===== config.mk =====
export PLATFORM = sky130hd
export DESIGN_NAME = mb_crc_serializer
export DESIGN_NICKNAME = d
export VERILOG_FILES = /design/src/rtl/mb_crc_serializer.sv
export SDC_FILE = /design/constraint.sdc
export NUM_CORES = 1
export LEC_CHECK = 0
export CAP_MARGIN = 20
export CORE_MARGIN = 2
export CORE_UTILIZATION = 51
export CTS_CLUSTER_SIZE = 8
export DETAILED_ROUTE_END_ITERATION = 7
export HOLD_SLACK_MARGIN = 0.02
export PLACE_DENSITY = 0.82
export RECOVER_POWER = 100
export SKIP_LAST_GASP = 1
export SLEW_MARGIN = 10
export SYNTH_ARGS = -nofsm -noshare
export SYNTH_HDL_FRONTEND = slang
export SYNTH_SLANG_ARGS = --single-unit

===== constraint.sdc =====
create_clock -name CLK -period 2.69 [get_ports CLK]
set_clock_uncertainty 0.2 [all_clocks]
set_input_delay 0.538 -clock CLK [delete_from_list [all_inputs] [get_ports CLK]]
set_output_delay 0.538 -clock CLK [all_outputs]
set_load 0.05 [all_outputs]

===== src/rtl/mb_crc_serializer.sv =====
// mb_crc_serializer: parallel-load serializer for a serial-link transmitter.
// A data word is shifted out MSB first and a CRC is computed over it bit by
// bit. The CRC remainder is then shifted out MSB first. Cout tells the link
// controller when the last bit of the current phase is on Sout.
module mb_crc_serializer #(
  parameter int              DATA_W   = 8,
  parameter int              CRC_W    = 4,
  parameter logic [CRC_W-1:0] POLY     = 4'b0011,
  parameter logic [CRC_W-1:0] CRC_INIT = 4'b0000
) (
  input  logic              CLK,
  input  logic              CLR,
  input  logic              Load,
  input  logic              Select,
  input  logic              ShiftEn,
  input  logic [DATA_W-1:0] Din,
  output logic              Sout,
  output logic              Cout,
  output logic [CRC_W-1:0]  CRC
);

  // The counter has to hold DATA_W-1. CRC_W-1 always fits because CRC_W <= DATA_W.
  localparam int NW = (DATA_W > 2) ? $clog2(DATA_W) : 1;
  localparam logic [NW-1:0] LAST_D = NW'(DATA_W - 1);
  localparam logic [NW-1:0] LAST_C = NW'(CRC_W - 1);

  logic [DATA_W-1:0] d;
  logic [CRC_W-1:0]  c;
  logic [NW-1:0]     n;

  logic [NW-1:0]     last;
  logic              term;
  logic              fb;

  // The terminal count follows Select at once. Switching phase part-way
  // through can therefore raise Cout on a counter that was not cleared.
  assign last = Select ? LAST_C : LAST_D;
  assign term = (n >= last);
  assign fb   = d[DATA_W-1] ^ c[CRC_W-1];

  // Combinational outputs. Sout is the bit that the next enabled edge shifts out.
  assign Sout = Select ? c[CRC_W-1] : d[DATA_W-1];
  assign Cout = term;
  assign CRC  = c;

  // Register update. Priority is CLR, then Load, then ShiftEn, otherwise hold.
  always_ff @(posedge CLK) begin
    if (CLR) begin
      d <= '0;
      c <= CRC_INIT;
      n <= '0;
    end else if (Load) begin
      d <= Din;
      c <= CRC_INIT;
      n <= '0;
    end else if (ShiftEn) begin
      if (!Select) begin
        d <= {d[DATA_W-2:0], 1'b0};
        c <= {c[CRC_W-2:0], 1'b0} ^ (fb ? POLY : '0);
      end else begin
        c <= {c[CRC_W-2:0], 1'b0};
      end
      // The counter wraps on the terminal shift, so the CRC phase begins at 0.
      n <= term ? '0 : n + 1'b1;
    end
  end

endmodule


== Word level (Yosys, flattened, before mapping) ==
Index checks and enable logic that the tools add are counted.

* Input bits: 13
* Output and inout port bits: 6
* Memory bits (read-only): 0
* Word-level logic and storage cells: 19
* Flip-flop bits (word level): 15
* Bits in latches: 0
* Memory bits (writable): 0
* Memories kept: 0

* Shift operators: 0
* Reduce and logical (&&, ||, !) cells: 3
* Divide/modulo/power cells: 0
* $mul: 0
* Muxes and demuxes: 8
* Bitwise logic cells: 2
* Equality and inequality tests: 1
* $lt $le $gt $ge: 1
* Add/sub/neg operators: 1

{| class="wikitable"
|+ Operators by type and width
! cell !! count
|-
| $mux W8 || 3
|-
| $mux W3 || 2
|-
| $mux W4 || 1
|-
| $xor A4 B2 Y4 || 1
|-
| $add A3 B1 Y3 const B || 1
|-
| $ge A3 B3 Y1 || 1
|-
| $mux W2 || 1
|-
| $ne A2 B2 Y1 const B || 1
|-
| $reduce_and A2 Y1 || 1
|-
| $reduce_bool A2 Y1 || 1
|-
| $reduce_or A2 Y1 || 1
|-
| $mux W1 || 1
|-
| $xor A1 B1 Y1 || 1
|}

== Depth between registers and ports, before layout ==
Gate-level depths: netlist of run 1.

* Depth in word-level cells: 4
* Depth in mapped cells: 6
* Depth with buffers taken out: 5

== Least setup slack after synthesis of run 1 ==
OpenSTA, ideal clock, no wires.

* Path kind: input to output
* From: input port Select
* To: output port Cout
* Slack: 0.712 ns
* Arrival time: 1.240 ns
* Buffers on the path: 0
* Stages: 2
* Path through: ha_1 -> a21o_1

* Word-level cells in the longest chain between the ends: 2

{| class="wikitable"
|+ RTL lines
! element !! RTL line !! text
|-
| start, declared || 14 || <nowiki>input logic Select,</nowiki>
|-
| $mux W3 || 37 || <nowiki>assign last = Select ? LAST_C : LAST_D;</nowiki>
|-
| $ge A3 B3 Y1 || 38 || <nowiki>assign term = (n >= last);</nowiki>
|-
| end, declared || 18 || <nowiki>output logic Cout,</nowiki>
|}

No other way between the ends.

== Worst setup path in the final report of run 1 ==
Ends and elaborated chain as after synthesis.

==> results.md, run 1 <==
| Group | Result | This run |
| --- | --- | --- |
| timing | Minimum clock period after layout | 2.52 ns |
| layout | Layout cell share with drive strength beyond 1 | 9.57% |
| synth | Fraction of the yosys area taken by sequential cells | 38.3% |
| global route | Total track usage | 17.1% |
| timing | Slew headroom | 65.8% |
| place | Count of input and output buffers | 18 |
| setup path | Setup Crit Path Kind | input port to output port |
| setup path | Crit path max-delay cell type | clkdlybuf4s50_1 |
| power | Power Density | 464 nW/um^2 |
| global route | Number of global-route vias before repair | 565 |
| drt | Initial drt markers | 5 |
| clocking | Clk root buf | clkbuf_4 |
| synth | Number of warning messages in the yosys log | 0 |
| drt | Met1 wire length | 571 um |
| timing | Setup repair after global routing missed its margin | no |
| power | Maximum ir drop on the vdd rail | 0.359 mV |
| setup path | Instance count on the critical path | 4 |
| timing | Maximum frequency from static timing analysis | 0.397 GHz |
| clocking | CTS hold repair buffers | 0 |
| timing | Number of max-slew violations in the final report | 0 |
| place | GPL Wtd Cong | 0.830 |
| power | Share of total power in sequential cells | 54.5% |
| clocking | Source-to-sink clock delay at the later pin of the worst-skew pair | 0.29 ns |
| setup path | Kind of cell adding the most delay to the critical path | buffers and inverters |
| drt | Detail Route met3 WL | 79 um |
| power | Switching part of the total | 25.6% |
| status | Result of the run | finished clean |
| floorplan | Starting utilization of the core area | 53.2% |
| timing | Slew at the pin closest to its max-slew limit | 0.512 ns |
| power | Leakage Power | 0.425 nW |
| global route | Wire length of the first global-routing pass | 2.37 mm |
| power | Internal | 0.323 mW |
| clocking | Resized cells post-CTS | 0 |
| worst hold path | Number of instances on the worst hold path | 2 |
| clocking | Longest Clk Path Bufs | 2 |
| setup path | Arrival time of the worst setup path | 1.78 ns |
| power | Switching Power | 0.111 mW |
| synth | Gate Count Post-Synth | 76 |
| timing | Hold violation count in the final report | 0 |
| drt | Detail-routed net length per standard cell | 12.1 um |
| clocking | H-tree levels | 1 |
| synth | Mean area per synthesized cell | 10.3 um^2 |
| drt | Detailed route wirelength on metal2 | 657 um |
| floorplan | Count of boundary I/O pins | 19 |
| floorplan | Number of cell rows | 14 |
| drt | Number of antenna-violating nets in the routed design | 0 |
| drt | Uppermost metal layer occupied by signal nets | met4 |
| drt | Total wire length | 1.33 mm |
| clocking | # Post-CTS Setup Buffers | 0 |
| power | Comb power frac | 15.2% |
| layout | Number of inserted filler cells in the final layout | 138 |
| floorplan | Width of the chip | 43.2 um |
| setup path | Critical path, cell by cell | clkdlybuf4s50_1 -> ha_1 -> a21o_1 -> clkbuf_2 |
| job | MaxCap Viol Count | 0 |
| place | Estimated wirelength of the detail-placed design | 1.03 mm |
| setup path | Required time reported for the critical path endpoint | 1.95 ns |
| drt | Via count | 578 |
| synth | Count of cell types in the netlist | 23 |
| power | Portion of total power attributed to the clock network | 30.2% |
| layout | Area growth from synthesis to final layout | 19.3% |
| worst hold path | Hold Crit Class | flop to flop |
| timing | Post-Route Setup TNS | 0 ns |
| floorplan | Vert. Die Dim | 43.2 um |
| timing | Final-report setup violation count | 0 |
| layout | Ant diodes | 0 |
| clocking | Clock transition at the registers of the reported paths | 0.09 ns |
| clocking | Clock buffer count from CTS | 3 |
| synth | Netlist area before placement | 783 um^2 |
| clocking | CTS tree | done |
| floorplan | Die outline area | 1870 um^2 |
| drt | Vias per cell | 5.25 |
| setup path | Buffers & Inverters on Critical Path | 2 |
| setup path | Worst Path Max Fanout | 4 |
| synth | Synthesized flop and latch total | 15 |
| setup path | R2R cell count | 4 |
| power | Final Total Pwr | 0.434 mW |
| global route | GRT overflow | 0 |
| synth | Synth Net Count | 91 |
| drt | Detailed-router iteration count before antenna repair | 2 |
| setup path | Worst path max stage delay | 0.47 ns |
| setup path | Worst setup EP type | output port |
| global route | Largest net degree at the start of global routing | 10 |
| floorplan | Core area | 1470 um^2 |
| layout | Nets@finish | 110 |
| clocking | Sink count of the clock tree | 15 |
| timing | Tcrit/Tclk final | 93.7% |
| global route | Initial antenna violation count | 0 |
| setup path | Startpoint type of the worst setup path | input port |
| drt | DRC viols | 0 |
==> state kept, by name, summed over array words and instances, names as in the netlist <==
register and cells:
n 3, d 8, CRC 4
==> cells by family after synthesis <==
logic type	synth area share [%]
AOI/OAI and AO/OA	7.51
muxes	27.6
adders and majority gates	3.19
xor gates and xnor gates	2.24
buffers and inverters	6.07
and+or+nand+nor	15.0
DFF	38.3
==> synth_stat cells, drive strengths merged <==
| cell type | n | area share, % |
|---|---|---|
| dfxtp | 15 | 38 |
| a211oi | 1 | 0.96 |
| buf | 4 | 5.0 |
| nand2b | 2 | 2.6 |
| nand2 | 2 | 0.96 |
| ha | 2 | 3.2 |
| clkbuf | 1 | 0.64 |
| a2111oi | 1 | 1.1 |
| mux2 | 8 | 15 |
| nor4 | 1 | 0.80 |
| or2 | 1 | 0.80 |
| nand3b | 2 | 1.9 |
| nand3 | 2 | 1.3 |
| o31ai | 1 | 0.96 |
| mux2i | 10 | 13 |
| nor2 | 14 | 6.7 |
| xnor2 | 2 | 2.2 |
| a21o | 2 | 1.9 |
| inv | 1 | 0.48 |
| a21oi | 4 | 2.6 |
==> power by group through the flow <==
stage / clock network (mW) / logic (mW) / registers, mW
6_report: 0.131 / 0.0661 / 0.237
5_1_grt: 0.144 / 0.0733 / 0.238
4_1_cts: 0.137 / 0.0762 / 0.237
3_5_place_dp: 0 / 0.0759 / 0.243
3_3_place_gp: 0 / 0.0750 / 0.242
2_1_floorplan: 0 / 0.0516 / 0.244
==> layer usage <==
metal  vias up  global-route usage (%)
met5         -                       0
met4         0                    7.27
met3         3                    5.11
met2        15                    30.1
met1       259                    18.5
li1        301                       -
==> path summary, 6_finish.rpt <==
check | startpoint | to | slack (ns)
setup / recovery | Select | Cout | 0.17
hold / removal | d[0]$_SDFFE_PP0P_ | d[0]$_SDFFE_PP0P_ | 0.30
setup reg to reg | n[2]$_SDFFE_PP0P_ | n[0]$_SDFFE_PP0P_ | 1.18
hold reg to reg | d[0]$_SDFFE_PP0P_ | d[0]$_SDFFE_PP0P_ | 0.30
==> worst register-to-register path, stage by stage, from the launching register on <==
cell,delay [ns]
dfxtp_1,0.35
ha_1,0.32
a2111oi_0,0.42
a21oi_1,0.07
nor2_1,0.09
==> placed cells by master (no fill, tap or decap), types with 2 or more instances in the layout <==
master,Yosys,layout
a21o_1,2,2
a21oi_1,4,4
clkbuf_2,1,2
clkbuf_4,0,3
clkdlybuf4s50_1,0,10
dfxtp_1,15,15
dlygate4sd3_1,0,6
ha_1,2,2
mux2_1,0,6
mux2i_1,10,10
nand2_1,2,2
nand2b_1,1,2
nand3_1,2,2
nand3b_1,2,2
nor2_1,14,14
xnor2_1,2,2
==> area by class of cell <==
type / instances / area (um^2) / area share (%)
Clock buffer: 3 / 22.5 / 2.41
Clock inverter: 1 / 5.00 / 0.535
Inverter: 1 / 3.75 / 0.402
Multi-Input combinational cell: 55 / 405 / 43.4
Sequential cell: 15 / 300 / 32.1
Tap cell: 16 / 20.0 / 2.14
Timing Repair Buffer: 19 / 178 / 19.0
==> per-stage QoR <==
stage / hold slack [ns] / area, um^2 / setup WS (ns) / utilization [%] / std cells
final: 0.297 / 935 / 0.169 / 63.5 / 110
after global routing: 0.336 / 935 / 0.111 / 63.5 / 110
after CTS: 0.300 / 982 / 0.212 / 66.8 / 110
after detailed placement: 0.278 / 955 / 0.208 / 64.9 / 106
after global placement: 0.281 / 955 / 0.232 / 64.9 / 106
after floorplan: 0.263 / 783 / 0.712 / - / 76
Power figures use the tool's default switching activity.
==> run 2, diff against run 1 <==
--- a/config.mk
+++ b/config.mk
@@ -12,7 +12,6 @@
 export DETAILED_ROUTE_END_ITERATION = 7
 export HOLD_SLACK_MARGIN = 0.02
 export PLACE_DENSITY = 0.82
-export RECOVER_POWER = 100
 export SKIP_LAST_GASP = 1
 export SLEW_MARGIN = 10
 export SYNTH_ARGS = -nofsm -noshare
==> run 2 against run 1 <==
  * Worst hold slack better by 0.0040 ns
  * Cell area is 5.1% higher
  * Via count is 2.1% lower
  * Register-to-register slack hardly changed
  * Critical path depth stayed put
  * Power is 2.8% higher
  * First-iteration DRC count is 40% higher
  * Setup slack better by 0.045 ns
  * Sequential share of layout area is 1.6 points lower
  * Global-route usage stayed put
  * Largest cell class unchanged
  * Highest routed layer unchanged
==> results.md, run 2 (same netlist as run 1, synthesis figures left out) <==
| Group | Result | This run | vs previous |
| --- | --- | --- | --- |
| status | Result of the run | finished clean |  |
| timing | Slew headroom | 66.3% | +0.50 points |
| power | Portion of total power attributed to the clock network | 29.8% | -0.4 points |
| drt | Via count | 566 | -2.1% |
| floorplan | Core area | 1470 um^2 | unchanged |
| setup path | Crit path max-delay cell type | clkdlybuf4s50_1 |  |
| drt | Detail-routed net length per standard cell | 12.4 um | +2.9% |
| setup path | Startpoint type of the worst setup path | input port |  |
| timing | Maximum frequency from static timing analysis | 0.404 GHz | +1.8% |
| floorplan | Starting utilization of the core area | 53.2% | unchanged |
| timing | Tcrit/Tclk final | 92.0% | -1.7 points |
| floorplan | Count of boundary I/O pins | 19 | unchanged |
| clocking | Sink count of the clock tree | 15 | unchanged |
| power | Switching Power | 0.115 mW | +3.5% |
| setup path | Worst setup EP type | output port |  |
| drt | Initial drt markers | 7 | +2 |
| power | Power Density | 454 nW/um^2 | -2.2% |
| drt | Detail Route met3 WL | 77 um | -2.5% |
| clocking | CTS hold repair buffers | 0 | unchanged |
| layout | Area growth from synthesis to final layout | 25.4% |  |
| clocking | Resized cells post-CTS | 0 | unchanged |
| power | Share of total power in sequential cells | 53.2% | -1.3 points |
| global route | GRT overflow | 0 | unchanged |
| timing | Setup repair after global routing missed its margin | no |  |
| timing | Number of max-slew violations in the final report | 0 | unchanged |
| floorplan | Width of the chip | 43.2 um | unchanged |
| floorplan | Number of cell rows | 14 | unchanged |
| setup path | Arrival time of the worst setup path | 1.74 ns | -0.04 ns |
| drt | Uppermost metal layer occupied by signal nets | met4 |  |
| global route | Largest net degree at the start of global routing | 10 | unchanged |
| setup path | Setup Crit Path Kind | input port to output port |  |
| layout | Max reg flops | 8 | unchanged |
| layout | Nets@finish | 110 | unchanged |
| drt | DRC viols | 0 | unchanged |
| global route | Total track usage | 17.1% | unchanged |
| power | Switching part of the total | 25.8% | +0.19 points |
| power | Comb power frac | 17.0% | +1.8 points |
| place | Estimated wirelength of the detail-placed design | 1.03 mm | unchanged |
| layout | Ant diodes | 0 | unchanged |
| global route | Wire length of the first global-routing pass | 2.37 mm | unchanged |
| floorplan | Vert. Die Dim | 43.2 um | unchanged |
| drt | Detailed-router iteration count before antenna repair | 3 | +1 |
| clocking | Longest Clk Path Bufs | 2 | unchanged |
| floorplan | Die outline area | 1870 um^2 | unchanged |
| setup path | Worst path max stage delay | 0.47 ns | about the same |
| clocking | Clk root buf | clkbuf_4 |  |
| power | Final Total Pwr | 0.446 mW | +2.8% |
| power | Leakage Power | 0.440 nW | +3.3% |
| job | MaxCap Viol Count | 0 | unchanged |
| timing | Slew at the pin closest to its max-slew limit | 0.504 ns | -0.00739 ns |
| setup path | Critical path, cell by cell | clkdlybuf4s50_1 -> ha_1 -> a21o_1 -> buf_12 |  |
| clocking | # Post-CTS Setup Buffers | 0 | unchanged |
| timing | Final-report setup violation count | 0 | unchanged |
| place | GPL Wtd Cong | 0.830 | unchanged |
| layout | Commonest non-fill, non-tap cell in the layout | clkdlybuf4s50_1 |  |
| drt | Detailed route wirelength on metal2 | 665 um | +1.2% |
| global route | Number of global-route vias before repair | 565 | unchanged |
| global route | Initial antenna violation count | 0 | unchanged |
| setup path | Required time reported for the critical path endpoint | 1.95 ns | about the same |
| layout | Highest-count cells in the layout ignoring fill and taps | clkdlybuf4s50_1 (16), dfxtp_1 (15), nor2_1 (14) |  |
| timing | Hold violation count in the final report | 0 | unchanged |
| layout | Largest reg by FF count | d |  |
| power | Internal | 0.331 mW | +2.5% |
| drt | Total wire length | 1.37 mm | +2.9% |
| worst hold path | Hold Crit Class | flop to flop |  |
| place | Count of input and output buffers | 18 | unchanged |
| timing | Minimum clock period after layout | 2.48 ns | -0.0447 ns |
| drt | Number of antenna-violating nets in the routed design | 0 | unchanged |
| clocking | Source-to-sink clock delay at the later pin of the worst-skew pair | 0.29 ns | about the same |
| clocking | Clock buffer count from CTS | 3 | unchanged |
| power | Maximum ir drop on the vdd rail | 0.368 mV | +2.5% |
| clocking | H-tree levels | 1 | unchanged |
| drt | Vias per cell | 5.15 | -2.1% |
| layout | Layout cell share with drive strength beyond 1 | 17.0% | +7.4 points |
| clocking | Clock transition at the registers of the reported paths | 0.09 ns | about the same |
| timing | Post-Route Setup TNS | 0 ns | unchanged |
| drt | Met1 wire length | 604 um | +5.8% |
| clocking | CTS tree | done |  |
| setup path | Worst Path Max Fanout | 4 | unchanged |
-- run 2: per-layer routing --
layer  vias up  GRT usage, %
li1        300             -
met1       248          18.5
met2        15          30.1
met3         3          5.11
met4         0          7.27
met5         -             0
-- run 2: final cells by class --
class	instances	area (um^2)
inverter	1	3.75
fill	127	489
multi-input combinational	55	435
sequential	15	300
tap	16	20.0
clock inverter	1	5.00
clock buffer	3	22.5
timing repair buffer	19	195
-- run 2: power groups by stage --
stage	registers [mW]	logic (mW)	clock network (mW)
after floorplan	0.244	0.0516	0
after global placement	0.242	0.0750	0
after detailed placement	0.243	0.0759	0
after CTS	0.237	0.0762	0.137
after global routing	0.239	0.0827	0.144
final	0.237	0.0756	0.133
-- run 2: worst max-delay path, delay by kind of cell --
kind	cells	cell delay, ns
AO/OA/AOI/OAI	1	0.21
adder cells (fa/ha/maj)	1	0.36
buffers and inverters	2	0.63
-- run 2: worst paths after layout --
check	start	end	slack, ns	cells after the start
setup / recovery	Select	Cout	0.21	4
hold / removal	CRC[1]$_SDFFE_PP0P_	CRC[1]$_SDFFE_PP0P_	0.30	2
setup reg to reg	n[2]$_SDFFE_PP0P_	n[0]$_SDFFE_PP0P_	1.18	4
hold reg to reg	CRC[1]$_SDFFE_PP0P_	CRC[1]$_SDFFE_PP0P_	0.30	2
-- run 2: stage by stage --
| step | setup WS (ns) | cells | cell area [um^2] | hold slack, ns | utilization (%) |
|---|---|---|---|---|---|
| finish | 0.214 | 110 | 982 | 0.301 | 66.8 |
| floorplan | 0.712 | 76 | 783 | 0.263 | - |
| global route | 0.166 | 110 | 982 | 0.340 | 66.8 |
| global placement | 0.232 | 106 | 955 | 0.281 | 64.9 |
| detailed placement | 0.208 | 106 | 955 | 0.278 | 64.9 |
| CTS | 0.212 | 110 | 982 | 0.300 | 66.8 |
